===== src/rtl/line_pkg.sv =====
// Shared definitions for the pill line plant model: FSM encoding, parameter defaults and
// saturating arithmetic used by the plant and by controller-side benches.
package line_pkg;

  typedef enum logic [1:0] {
    StIdle    = 2'd0,
    StFeeding = 2'd1,
    StMoving  = 2'd2,
    StJammed  = 2'd3
  } plant_state_e;

  localparam int unsigned PillPeriodDef   = 1000;
  localparam int unsigned PulseWDef       = 50;
  localparam int unsigned SwitchCyclesDef = 1500;
  localparam int unsigned StockInitDef    = 500;
  localparam int unsigned RefillAmtDef    = 100;

  localparam int unsigned CountMax  = 999;
  localparam int unsigned BottleMax = 99;

  function automatic logic [9:0] sat_add_999(input logic [9:0] a, input int unsigned b);
    int unsigned s;
    s = 32'(a) + b;
    return (s > CountMax) ? 10'(CountMax) : 10'(s);
  endfunction

endpackage


===== src/rtl/pill_pulse_gen.sv =====
// Pill period counter plus hopper pulse stretcher; emit_o marks the cycle a pill is released,
// pulse_o is the stretched registered pulse that follows it.
module pill_pulse_gen #(
  parameter int unsigned PILL_PERIOD = 10,
  parameter int unsigned PULSE_W     = 3
) (
  input  logic clk_i,
  input  logic rst_i,
  input  logic enable_i,
  input  logic ok_i,
  output logic emit_o,
  output logic pulse_o
);

  localparam int unsigned CntW = (PILL_PERIOD > 1) ? $clog2(PILL_PERIOD) : 1;
  localparam int unsigned RemW = $clog2(PULSE_W + 1);
  localparam logic [CntW-1:0] CntLast = CntW'(PILL_PERIOD - 1);
  localparam logic [RemW-1:0] RemInit = RemW'(PULSE_W - 1);

  logic [CntW-1:0] cnt_q, cnt_d;
  logic [RemW-1:0] rem_q, rem_d;
  logic            pulse_q, pulse_d;
  logic            at_last;

  always_comb begin
    at_last = (cnt_q == CntLast);
    emit_o  = enable_i & ok_i & at_last;
    cnt_d   = '0;
    if (enable_i && !at_last) begin
      cnt_d = cnt_q + CntW'(1);
    end
    // A started pulse runs to completion regardless of enable_i.
    pulse_d = pulse_q;
    rem_d   = rem_q;
    if (emit_o) begin
      pulse_d = 1'b1;
      rem_d   = RemInit;
    end else if (rem_q != '0) begin
      rem_d = rem_q - RemW'(1);
    end else begin
      pulse_d = 1'b0;
    end
  end

  always_ff @(posedge clk_i) begin
    if (rst_i) begin
      cnt_q   <= '0;
      rem_q   <= '0;
      pulse_q <= 1'b0;
    end else begin
      cnt_q   <= cnt_d;
      rem_q   <= rem_d;
      pulse_q <= pulse_d;
    end
  end

  assign pulse_o = pulse_q;

endmodule


===== src/rtl/line_plant_sim.sv =====
// Behavioural plant for a pill-bottling line: hopper dispensing pills into a bottle, conveyor
// bottle changes with jam injection, and manual hopper refill.
module line_plant_sim
  import line_pkg::*;
#(
  parameter int unsigned PILL_PERIOD   = PillPeriodDef,
  parameter int unsigned PULSE_W       = PulseWDef,
  parameter int unsigned SWITCH_CYCLES = SwitchCyclesDef,
  parameter int unsigned STOCK_INIT    = StockInitDef,
  parameter int unsigned REFILL_AMT    = RefillAmtDef
) (
  input  logic       clk_1khz,
  input  logic       switch_clr,
  input  logic       feed_en,
  input  logic       bottle_req,
  input  logic       refill,
  input  logic       inj_stall,
  input  logic       inj_jam,
  output logic       hopper_level,
  output logic       conveyor_signal,
  output logic [9:0] stock,
  output logic [9:0] pills_in_bottle,
  output logic [6:0] bottle_cnt,
  output logic [1:0] plant_state
);

  localparam int unsigned MvW = (SWITCH_CYCLES > 1) ? $clog2(SWITCH_CYCLES) : 1;
  localparam logic [MvW-1:0] MvLast = MvW'(SWITCH_CYCLES - 1);

  plant_state_e   state_q, state_d;
  logic [MvW-1:0] mv_q, mv_d;
  logic [9:0]     stock_q, stock_d, stock_add;
  logic [9:0]     pills_q, pills_d;
  logic [6:0]     bottle_q, bottle_d;
  logic           refill_q;
  logic           conv_q, conv_d;
  logic           refill_rise;
  logic           complete;
  logic           emit;
  logic           pulse;

  pill_pulse_gen #(
    .PILL_PERIOD (PILL_PERIOD),
    .PULSE_W     (PULSE_W)
  ) u_pulse_gen (
    .clk_i    (clk_1khz),
    .rst_i    (switch_clr),
    .enable_i (state_q == StFeeding),
    .ok_i     ((stock_q != '0) && !inj_stall),
    .emit_o   (emit),
    .pulse_o  (pulse)
  );

  always_comb begin
    state_d  = state_q;
    mv_d     = '0;
    complete = 1'b0;
    unique case (state_q)
      StIdle: begin
        if (bottle_req) begin
          state_d = StMoving;
        end else if (feed_en) begin
          state_d = StFeeding;
        end
      end
      StFeeding: begin
        if (bottle_req) begin
          state_d = StMoving;
        end else if (!feed_en) begin
          state_d = StIdle;
        end
      end
      StMoving: begin
        if (mv_q == MvLast) begin
          if (inj_jam) begin
            state_d = StJammed;
          end else begin
            state_d  = StIdle;
            complete = 1'b1;
          end
        end else begin
          mv_d = mv_q + MvW'(1);
        end
      end
      StJammed: begin
        if (!inj_jam) begin
          state_d  = StIdle;
          complete = 1'b1;
        end
      end
      default: state_d = StIdle;
    endcase
  end

  always_comb begin
    refill_rise = refill & ~refill_q;
    // Refill saturates first, then the emitted pill is taken out.
    stock_add   = refill_rise ? sat_add_999(stock_q, REFILL_AMT) : stock_q;
    stock_d     = emit ? stock_add - 10'd1 : stock_add;
    pills_d     = pills_q;
    if (complete) begin
      pills_d = '0;
    end else if (emit) begin
      pills_d = sat_add_999(pills_q, 1);
    end
    bottle_d = bottle_q;
    if (complete && (bottle_q < 7'(BottleMax))) begin
      bottle_d = bottle_q + 7'd1;
    end
    conv_d = (state_q == StIdle) || (state_q == StFeeding);
  end

  always_ff @(posedge clk_1khz) begin
    if (switch_clr) begin
      state_q  <= StIdle;
      mv_q     <= '0;
      stock_q  <= 10'(STOCK_INIT);
      pills_q  <= '0;
      bottle_q <= '0;
      refill_q <= 1'b0;
      conv_q   <= 1'b1;
    end else begin
      state_q  <= state_d;
      mv_q     <= mv_d;
      stock_q  <= stock_d;
      pills_q  <= pills_d;
      bottle_q <= bottle_d;
      refill_q <= refill;
      conv_q   <= conv_d;
    end
  end

  assign hopper_level    = pulse;
  assign conveyor_signal = conv_q;
  assign stock           = stock_q;
  assign pills_in_bottle = pills_q;
  assign bottle_cnt      = bottle_q;
  assign plant_state     = state_q;

endmodule

===== config.mk =====
export PLATFORM = sky130hd
export DESIGN_NAME = line_plant_sim
export DESIGN_NICKNAME = d
export VERILOG_FILES = /design/src/rtl/line_pkg.sv /design/src/rtl/pill_pulse_gen.sv /design/src/rtl/line_plant_sim.sv
export SDC_FILE = /design/constraint.sdc
export NUM_CORES = 1
export LEC_CHECK = 0
export BUFFER_PORTS_ARGS = -buffer_cell sky130_fd_sc_hd__buf_2
export CAP_MARGIN = 20
export CELL_PAD_IN_SITES_DETAIL_PLACEMENT = 2
export CELL_PAD_IN_SITES_GLOBAL_PLACEMENT = 2
export CORE_UTILIZATION = 37
export CTS_BUF_LIST = sky130_fd_sc_hd__clkbuf_4 sky130_fd_sc_hd__clkbuf_8 sky130_fd_sc_hd__clkbuf_16
export DETAILED_ROUTE_END_ITERATION = 8
export GPL_TIMING_DRIVEN = 0
export MAX_ROUTING_LAYER = met4
export PLACE_DENSITY_LB_ADDON = 0.3
export SLEW_MARGIN = 20
export SYNTH_ARGS = -nofsm -noshare
export SYNTH_HDL_FRONTEND = slang
export SYNTH_SLANG_ARGS = --single-unit

===== constraint.sdc =====
create_clock -name clk_1khz -period 5.05 [get_ports clk_1khz]
set_input_delay 0.2525 -clock clk_1khz [delete_from_list [all_inputs] [get_ports clk_1khz]]
set_output_delay 0.2525 -clock clk_1khz [all_outputs]
set_load 0.01 [all_outputs]

==> impl_metrics.yaml, run 1 <==
worst_setup_path:
  crit_arrival_ns: 3.75
  crit_type: "flop to flop"
  rr_worst_depth: 12
  crit_path_end_kind: "flop"
  rrSetupSlack_ns: 1.51
  critPathLaunchType: "flop"
  reg2reg_from: "stock[3]"
  r2r_end: "stock[4]"
  cp.required_ns: 5.25
  cp_max_fo: 7
place:
  dpl.hpwl_mm: 7.082
  port_buffers: 37
  place_inst: 524
  gp_congestion: 0.8491
global_routing:
  grt_pass1_vias: 3276
  grt_max_degree: 11
  antenna_found_initial: 0
  grt_pass1_wl_mm: 15.93
  grt_overflow: 0
  grt_use_total_pct: 23.69
drt:
  avgRoutedWirePerCell_um: 17.79
  vias: 3068
  routed_wl_mm: 9.607
  first_iter_violations: 66
  ant_nets: 0
  via_per_inst: 5.681
  drc: 0
  firstDrtPassIters: 4
synth:
  synth_nets: 399
  synth_top_area_share_pct: 37.08
  avgSynthCellArea_um2: 8.339
  yosys-top-cells-area: "dfxtp_1 37%, nor2_1 6.0%, xor2_1 4.1%, a21oi_1 4.1%, ha_1 3.9%"
  yosys.cell_types.count: 61
  async_flop_share_pct: 0
  netlist_instances: 382
  synth_edf_count: 0
  synth_area_um2: 3186
  ys_seq_elements: 59
  yosysSeqAreaShare_pct: 37.08
  synth_ff_type: "dfxtp_1"
  yosysWarnings: 0
  yosysTopAreaCell: "dfxtp_1"
sta:
  rsz0062_at_grt: "false"
  fin_hold_ws_ns: 0.1483
  worst_clock_skew_ns: 0.01363
  setup_viol: 0
  slew_headroom_pct: 51.15
  period_share_pct: 70.15
  fmax_ghz: 0.2823
  hold_viol: 0
  tns_ns: 0
  tightest_slew_ns: 0.7312
  slew_violations: 0
  finalCriticalPeriod_ns: 3.543
power:
  cellLeakagePower_uw: 0.001389
  power.density_nw_per_um2: 321.3
  power_uw: 1183
  ir_drop_v: 0.0001441
clocking:
  clk_latency_ns: 0.34
  post-cts-setup-buffers: 0
  htree_levels: 3
  clk_pin_slew_ns: 0.08
  cts-root-buf: "clkbuf_8"
  post_cts_resized: 0
  cts_buffers: 9
  clkSinkCount: 59
  holdBufCountCts: 0
  cts_tree: "done"
  cts.path.max_buffers: 2
final_layout:
  synthToLayoutAreaGrowth_pct: 15.55
  final_cell_mix: "59 x dfxtp_1, 51 x nor2_1, 37 x buf_2"
  final_common_cell: "dfxtp_1"
  drive_gt1_share_pct: 17.70
  diodes: 0
  fin_cells: 540
  nNetsFinal: 447
run_status:
  run_status: "finished clean"
die:
  coreArea_um2: 8258
  rows: 33
  pin_count: 38
  dieHeight_um: 94.79
  start_util_pct: 38.58
  dieArea_um2: 8984
  die_width_um: 94.79
run:
  drv_cap: 0
min_path:
  hold_depth: 3
  worst_hold_path.endpoint: "plant_state[1]"
  hp-start: "bottle_req"
  hold_path_class: "primary input to flop"
[sequential cells by signal (all words and copies together), names as in the netlist]
| name | flops |
|---|---|
| bottle_cnt | 7 |
| conveyor_signal | 1 |
| mv_q | 11 |
| pills_in_bottle | 10 |
| plant_state | 2 |
| refill_q | 1 |
| stock | 10 |
| u_pulse_gen.cnt_q | 10 |
| u_pulse_gen.pulse_o | 1 |
| u_pulse_gen.rem_q | 6 |
[worst max-delay path by stage]
| stage | slack, ns | from | to |
|---|---|---|---|
| 2_1_floorplan | 2.09 | stock[3] | stock[4] |
| 3_3_place_gp | 1.67 | stock[3] | stock[4] |
| 3_5_place_dp | 1.56 | stock[3] | stock[4] |
| 4_1_cts | 1.50 | stock[3] | stock[4] |
| 5_1_grt | 1.27 | stock[3] | stock[4] |
| 6_report | 1.51 | stock[3] | stock[4] |
[through the flow]
| stage | setup WS [ns] | instance area (um2) | util, % |
|---|---|---|---|
| 3_5_place_dp | 1.559 | 3502 | 42.41 |
| 2_1_floorplan | 2.088 | 3186 | - |
| 4_1_cts | 1.504 | 3681 | 44.58 |
| 3_3_place_gp | 1.669 | 3502 | 42.41 |
| 5_1_grt | 1.267 | 3681 | 44.58 |
| 6_report | 1.507 | 3681 | 44.58 |
[cell usage after synthesis, types with 4 or more instances]
cell,instances
nand2b_1,5
buf_6,4
mux2i_1,4
nor3_1,13
nor3b_1,4
ha_1,10
nor4_1,4
nand4_1,10
nor2_1,51
o21ai_0,11
dfxtp_1,59
a21oi_1,26
inv_1,11
clkbuf_1,9
or3_1,7
nand3_1,23
a21oi_2,4
nand2_1,24
and3_1,10
xor2_1,15
xnor2_1,14
a31oi_1,5
a211oi_1,8
[per-layer routing]
metal  up-vias  wire length [um]  track usage [%]
met1      1536              4107            25.55
met5         -                 0                -
met4         0               158            7.323
li1       1459                 -                -
met2        59              5054            42.57
met3        14               287            5.717
[where the power goes]
| part | switching (uW) | total [uW] | internal [uW] |
|---|---|---|---|
| Combinational | 145 | 252 | 107 |
| Sequential | 35.3 | 533 | 497 |
| Clock | 196 | 398 | 202 |
[cells by family (layout without fill, tap and decap cells)]
group / count (synthesis) / after routing / share of synthesized area (%)
adder cells (fa/ha/maj): 11 / 11 / 4.242
buffers and inverters: 25 / 78 / 4.202
AO/OA/AOI/OAI: 78 / 78 / 16.06
multiplexers: 4 / 4 / 1.257
AND/OR/NAND/NOR: 176 / 176 / 29.18
XOR/XNOR: 29 / 29 / 7.973
flip-flops: 59 / 59 / 37.08
[worst max-delay path: stages, from the launching register on]
cell and delay (ns):
dfxtp_1 0.48, ha_1 0.35, xor2_1 0.15, a31oi_1 0.20, a211oi_2 0.13, a21oi_2 0.34
nor2_1 0.13, a21oi_1 0.25, ha_1 0.19, nand4_1 0.19, or3_1 0.39, and4_1 0.19
or4_1 0.40
[area by class of cell]
cell class / instances / area [um2]
buffer: 14 / 92.59
clock buffer: 12 / 152.6
clock inverter: 4 / 26.28
fill: 984 / 4577
inverter: 11 / 41.29
multi-input combinational: 298 / 1871
sequential: 59 / 1181
tap: 105 / 131.4
timing repair buffer: 37 / 185.2
Power figures use the tool's default switching activity.
==> run 2: changes to the inputs <==
CORE_UTILIZATION = 31   (was 37)
clock period = 2.95 ns   (was 5.05 ns; I/O delays follow)
==> run 2 against run 1 <==
Net effect: the flow now finishes with violations (negative setup slack); clock skew is 0.0027 ns lower; worst hold slack worse by 0.093 ns; combinational power is 100% higher; clock power is 93% higher; die area is 19% higher; register-to-register slack worse by 1.9 ns; power is 85% higher; critical path depth is 1 higher; core utilization is 3.9 points lower; largest cell class unchanged.
==> impl_metrics.yaml, run 2 (synthesized netlist as in run 1, its figures left out) <==
die:
  pin_count: 38
  dieArea_um2: 10690
  die_width_um: 103.4
  coreArea_um2: 9864
  dieHeight_um: 103.4
  start_util_pct: 32.29
  rows: 36
global_routing:
  antenna_found_initial: 0
  grt_max_degree: 12
  grt_pass1_wl_mm: 16.37
  grt_overflow: 0
  grt_use_total_pct: 20.82
  grt_pass1_vias: 3249
worst_setup_path:
  cp.required_ns: 3.16
  crit_chain: "ha_4, nor4b_4, and3_4, a211oi_4, a21oi_4, or2_4, nor2_4, nor2_2, ha_2, nand4_1, or3_1, and4_1, or4_1"
  cpMaxStageDelayCell: "or4_1"
  critPathLaunchType: "flop"
  crit_path_end_kind: "flop"
  crit_arrival_ns: 3.57
  crit_type: "flop to flop"
  slowest_delay_ns: 0.51
  reg2reg_from: "stock[3]"
  setup.worst_path.start: "stock[3]"
  cp_max_fo: 5
final_layout:
  drive_gt1_share_pct: 24.94
  final_cell_mix: "57 x dfxtp_1, 48 x nor2_1, 37 x buf_2"
  regMostFlops: "mv_q"
  final_common_cell: "dfxtp_1"
  largest_reg_flops: 11
  fill_cells: 1104
  synthToLayoutAreaGrowth_pct: 26.04
  nNetsFinal: 465
  diodes: 0
  finish.utilization_pct: 40.70
sta:
  period_share_pct: 113.7
  rsz0062_at_grt: "true"
  tightest_slew_ns: 0.6390
  slew_headroom_pct: 57.31
  slew_violations: 0
  setup_viol: 3
  setup_slack_ns: -0.4031
  finalCriticalPeriod_ns: 3.353
  hold_viol: 0
  fmax_ghz: 0.2982
  worst_clock_skew_ns: 0.01092
place:
  gp_congestion: 0.7851
  preCtsSetupSlack_ns: -0.4791
  dpl.hpwl_mm: 6.855
  port_buffers: 37
clocking:
  clk_latency_ns: 0.35
  clkSinkCount: 59
  clk_pin_slew_ns: 0.08
  htree_levels: 3
  cts.path.max_buffers: 2
  cts-root-buf: "clkbuf_8"
  cts_tree: "done"
  cts_buffers: 9
drt:
  highest_layer: "met4"
  wl_met2_mm: 5.536
  first_iter_violations: 61
  via_per_inst: 5.418
  drc: 0
  ant_nets: 0
  avgRoutedWirePerCell_um: 18.46
  routed_wl_mm: 10.82
  vias: 3175
  drt-met1-wl_mm: 4.850
  met3WireLength_um: 287
  firstDrtPassIters: 5
run_status:
  run_status: "finished, violations left"
  violations: "negative setup slack"
min_path:
  hold_path_class: "primary input to flop"
  hp-start: "refill"
run:
  drv_cap: 0
power:
  cellLeakagePower_uw: 0.001494
  ir_drop_v: 0.0002186
  power.density_nw_per_um2: 546.1
run 2: what timing repair did:
action                     4_1_cts  5_1_grt
resized for setup               17       16
pin swaps                        7       14
setup buffers                    8       10
hold buffers                     0        0
setup endpoints to repair        3        3
run 2: critical path: cells and delay by family, from the launching register on:
family,cells,cell delay (ns)
simple gates,9,2.19
fa+ha+maj,2,0.38
flops,1,0.37
compound gates,2,0.27
run 2: final timing paths:
path / end / slack, ns / cells after the start
worst max-delay path: stock[4] / -0.40 / 13
worst min-delay path: refill_q / 0.06 / 2
worst max register to register: stock[4] / -0.40 / 13
worst min register to register: mv_q[0] / 0.47 / 1
run 2: layer usage:
metal  vias to the layer above  track usage [%]
met5                         -                -
met4                         0            5.417
met3                        24            4.906
met2                        51            36.63
met1                      1604            23.64
li1                       1496                -
run 2: area by class of cell:
class	instances	area, um2	share of cell area [%]
repair buffers	55	320.3	7.978
well taps	133	166.4	4.145
multi-input cells	298	1993	49.64
plain buffers	14	96.34	2.400
flip-flops and latches	59	1189	29.60
clock buffers	10	137.6	3.428
inverters	11	48.80	1.215
clock inverters	6	63.81	1.589
run 2: power breakdown:
group / switching (uW) / internal, uW
clock network: 356 / 413
registers: 61.7 / 851
logic: 284 / 227
run 2: stage by stage:
step,hold slack [ns],TNS [ns],cell area (um2),instances,total power [uW]
after global placement,0.3826,-0.9253,3540,552,1323
final,0.05557,-0.4554,4015,586,2193
after floorplan,0.2731,0,3188,382,1231
after CTS,0.04792,-0.1801,3875,576,2158
after global routing,0.05629,-0.8442,4015,586,2309
after detailed placement,0.4061,-0.9711,3540,552,1346
==> run 3: changes to the inputs <==
PLACE_DENSITY_LB_ADDON = 0.05   (was 0.3)
SETUP_SLACK_MARGIN = 0.3   (was default)
==> run 3 against run 2 <==
Net effect: the flow still finishes with violations (negative setup slack); via count down 3.2%; register-to-register slack better by 0.11 ns; clock skew down 0.0027 ns; sequential cell count unchanged; power down 0.25%; critical path type unchanged.
==> impl_metrics.yaml, run 3 (synthesized netlist as in run 1, its figures left out) <==
run_status:
  run_status: "finished, violations left"
  violations: "negative setup slack"
worst_setup_path:
  rr_worst_depth: 13
  crit_arrival_ns: 3.48
  reg2reg_from: "stock[3]"
  crit_path_end_kind: "flop"
  setup.worst_path.start: "stock[3]"
  r2r_end: "stock[4]"
  cp.required_ns: 3.18
  cp_max_fo: 4
  crit_type: "flop to flop"
  critPathLaunchType: "flop"
  rrSetupSlack_ns: -0.30
sta:
  period_share_pct: 110.1
  hold_viol: 0
  tns_ns: -0.5925
  setup_viol: 3
  tightest_slew_ns: 0.6034
  fin_hold_ws_ns: 0.03029
  setup_slack_ns: -0.2971
  finalCriticalPeriod_ns: 3.247
  fmax_ghz: 0.3080
  slew_violations: 0
  rsz0062_at_grt: "true"
  slew_headroom_pct: 59.77
  worst_clock_skew_ns: 0.008181
place:
  gp_congestion: 0.8002
  dpl.hpwl_mm: 6.945
  place_inst: 552
  place_area_um2: 3571
  port_buffers: 37
drt:
  first_iter_violations: 38
  met3WireLength_um: 265
  drt-met1-wl_mm: 4.651
  routed_wl_mm: 10.29
  ant_nets: 0
  avgRoutedWirePerCell_um: 17.51
  highest_layer: "met4"
  firstDrtPassIters: 4
  drc: 0
  wl_met2_mm: 5.163
  vias: 3074
  via_per_inst: 5.228
clocking:
  cts_buffers: 9
  clk_latency_ns: 0.36
  cts_tree: "done"
  htree_levels: 3
  cts-root-buf: "clkbuf_8"
  clk_pin_slew_ns: 0.08
  clkSinkCount: 59
  cts.path.max_buffers: 2
min_path:
  hold_path_class: "primary input to flop"
  worst_hold_path.endpoint: "plant_state[1]"
  hold_depth: 3
  hp-start: "bottle_req"
final_layout:
  final_cell_mix: "57 x dfxtp_1, 48 x nor2_1, 37 x buf_2"
  regMostFlops: "mv_q"
  nNetsFinal: 467
  final_area_um2: 4109
  largest_reg_flops: 11
  diodes: 0
  fill_cells: 1130
  final_common_cell: "dfxtp_1"
  synthToLayoutAreaGrowth_pct: 28.99
  drive_gt1_share_pct: 26.37
  fin_cells: 588
die:
  pin_count: 38
  dieArea_um2: 10690
  coreArea_um2: 9864
  rows: 36
  start_util_pct: 32.29
  dieHeight_um: 103.4
  die_width_um: 103.4
run:
  drv_cap: 0
power:
  cellLeakagePower_uw: 0.001530
  power.density_nw_per_um2: 532.3
  ir_drop_v: 0.0002338
global_routing:
  antenna_found_initial: 0
  grt_pass1_wl_mm: 16.38
  grt_overflow: 0
  grt_pass1_vias: 3196
  grt_max_degree: 12
  grt_use_total_pct: 20.98
[run 3: cell types whose count changed in the layout (fill, tap and decap cells not counted), sizes merged]
cell  before  now
buf       59   61
[run 3: worst max-delay path by stage]
| stage | depth (start not counted) | end | slack (ns) |
|---|---|---|---|
| floorplan | 15 | stock[4] | 0.11 |
| CTS | 15 | stock[4] | -0.15 |
| global placement | 15 | stock[4] | -0.34 |
| detailed placement | 15 | stock[4] | -0.42 |
| finish | 13 | stock[4] | -0.30 |
| global route | 13 | stock[4] | -0.40 |
[run 3: repair_timing]
item,CTS,global route
gates cloned,0,0
setup endpoints to repair,5,14
hold buffers,0,0
pin swaps,8,15
buffers inserted,14,6
endpoints found under the hold margin,0,0
gates resized for setup,21,17
[run 3: worst max-delay path, cell delays in order (launching register included)]
cell	delay (ns)
dfxtp_4	0.37
ha_4	0.18
nor4b_4	0.31
and3_4	0.24
a211oi_4	0.05
a21oi_4	0.23
or2_4	0.18
nor2_4	0.04
nor2_1	0.11
ha_2	0.18
nand4_1	0.17
or3_1	0.42
and4_1	0.22
or4_4	0.42
[run 3: layer usage]
layer  global-route usage, %  vias up
li1                        -     1502
met1                   24.38     1522
met2                   35.46       37
met3                   4.906       13
met4                   7.151        0
met5                       -        -
[run 3: area by class of cell]
type                       instances  area, um2  area share [%]
clock inverter                     6      63.81           1.553
multi-input combinational        298       2044           49.76
clock buffer                      10      137.6           3.350
inverter                          11      48.80           1.188
tap                              133      166.4           4.050
sequential                        59       1189           28.93
buffer                            14      96.34           2.345
timing repair buffer              57      362.8           8.831
[run 3: through the flow]
| stage | util [%] | total power [uW] | setup slack, ns |
|---|---|---|---|
| floorplan | - | 1239 | 0.1128 |
| global placement | 36.20 | 1341 | -0.3418 |
| detailed placement | 36.20 | 1360 | -0.4163 |
| CTS | 40.35 | 2193 | -0.1548 |
| global route | 41.65 | 2317 | -0.3982 |
| finish | 41.65 | 2187 | -0.2971 |
[run 3: where the power goes]
group | leakage [uW] | switching, uW | internal, uW
logic | 0.000950 | 273 | 230
registers | 0.000480 | 57.9 | 851
clock network | 0.0000987 | 363 | 413
total | 0.00153 | 694 | 1490
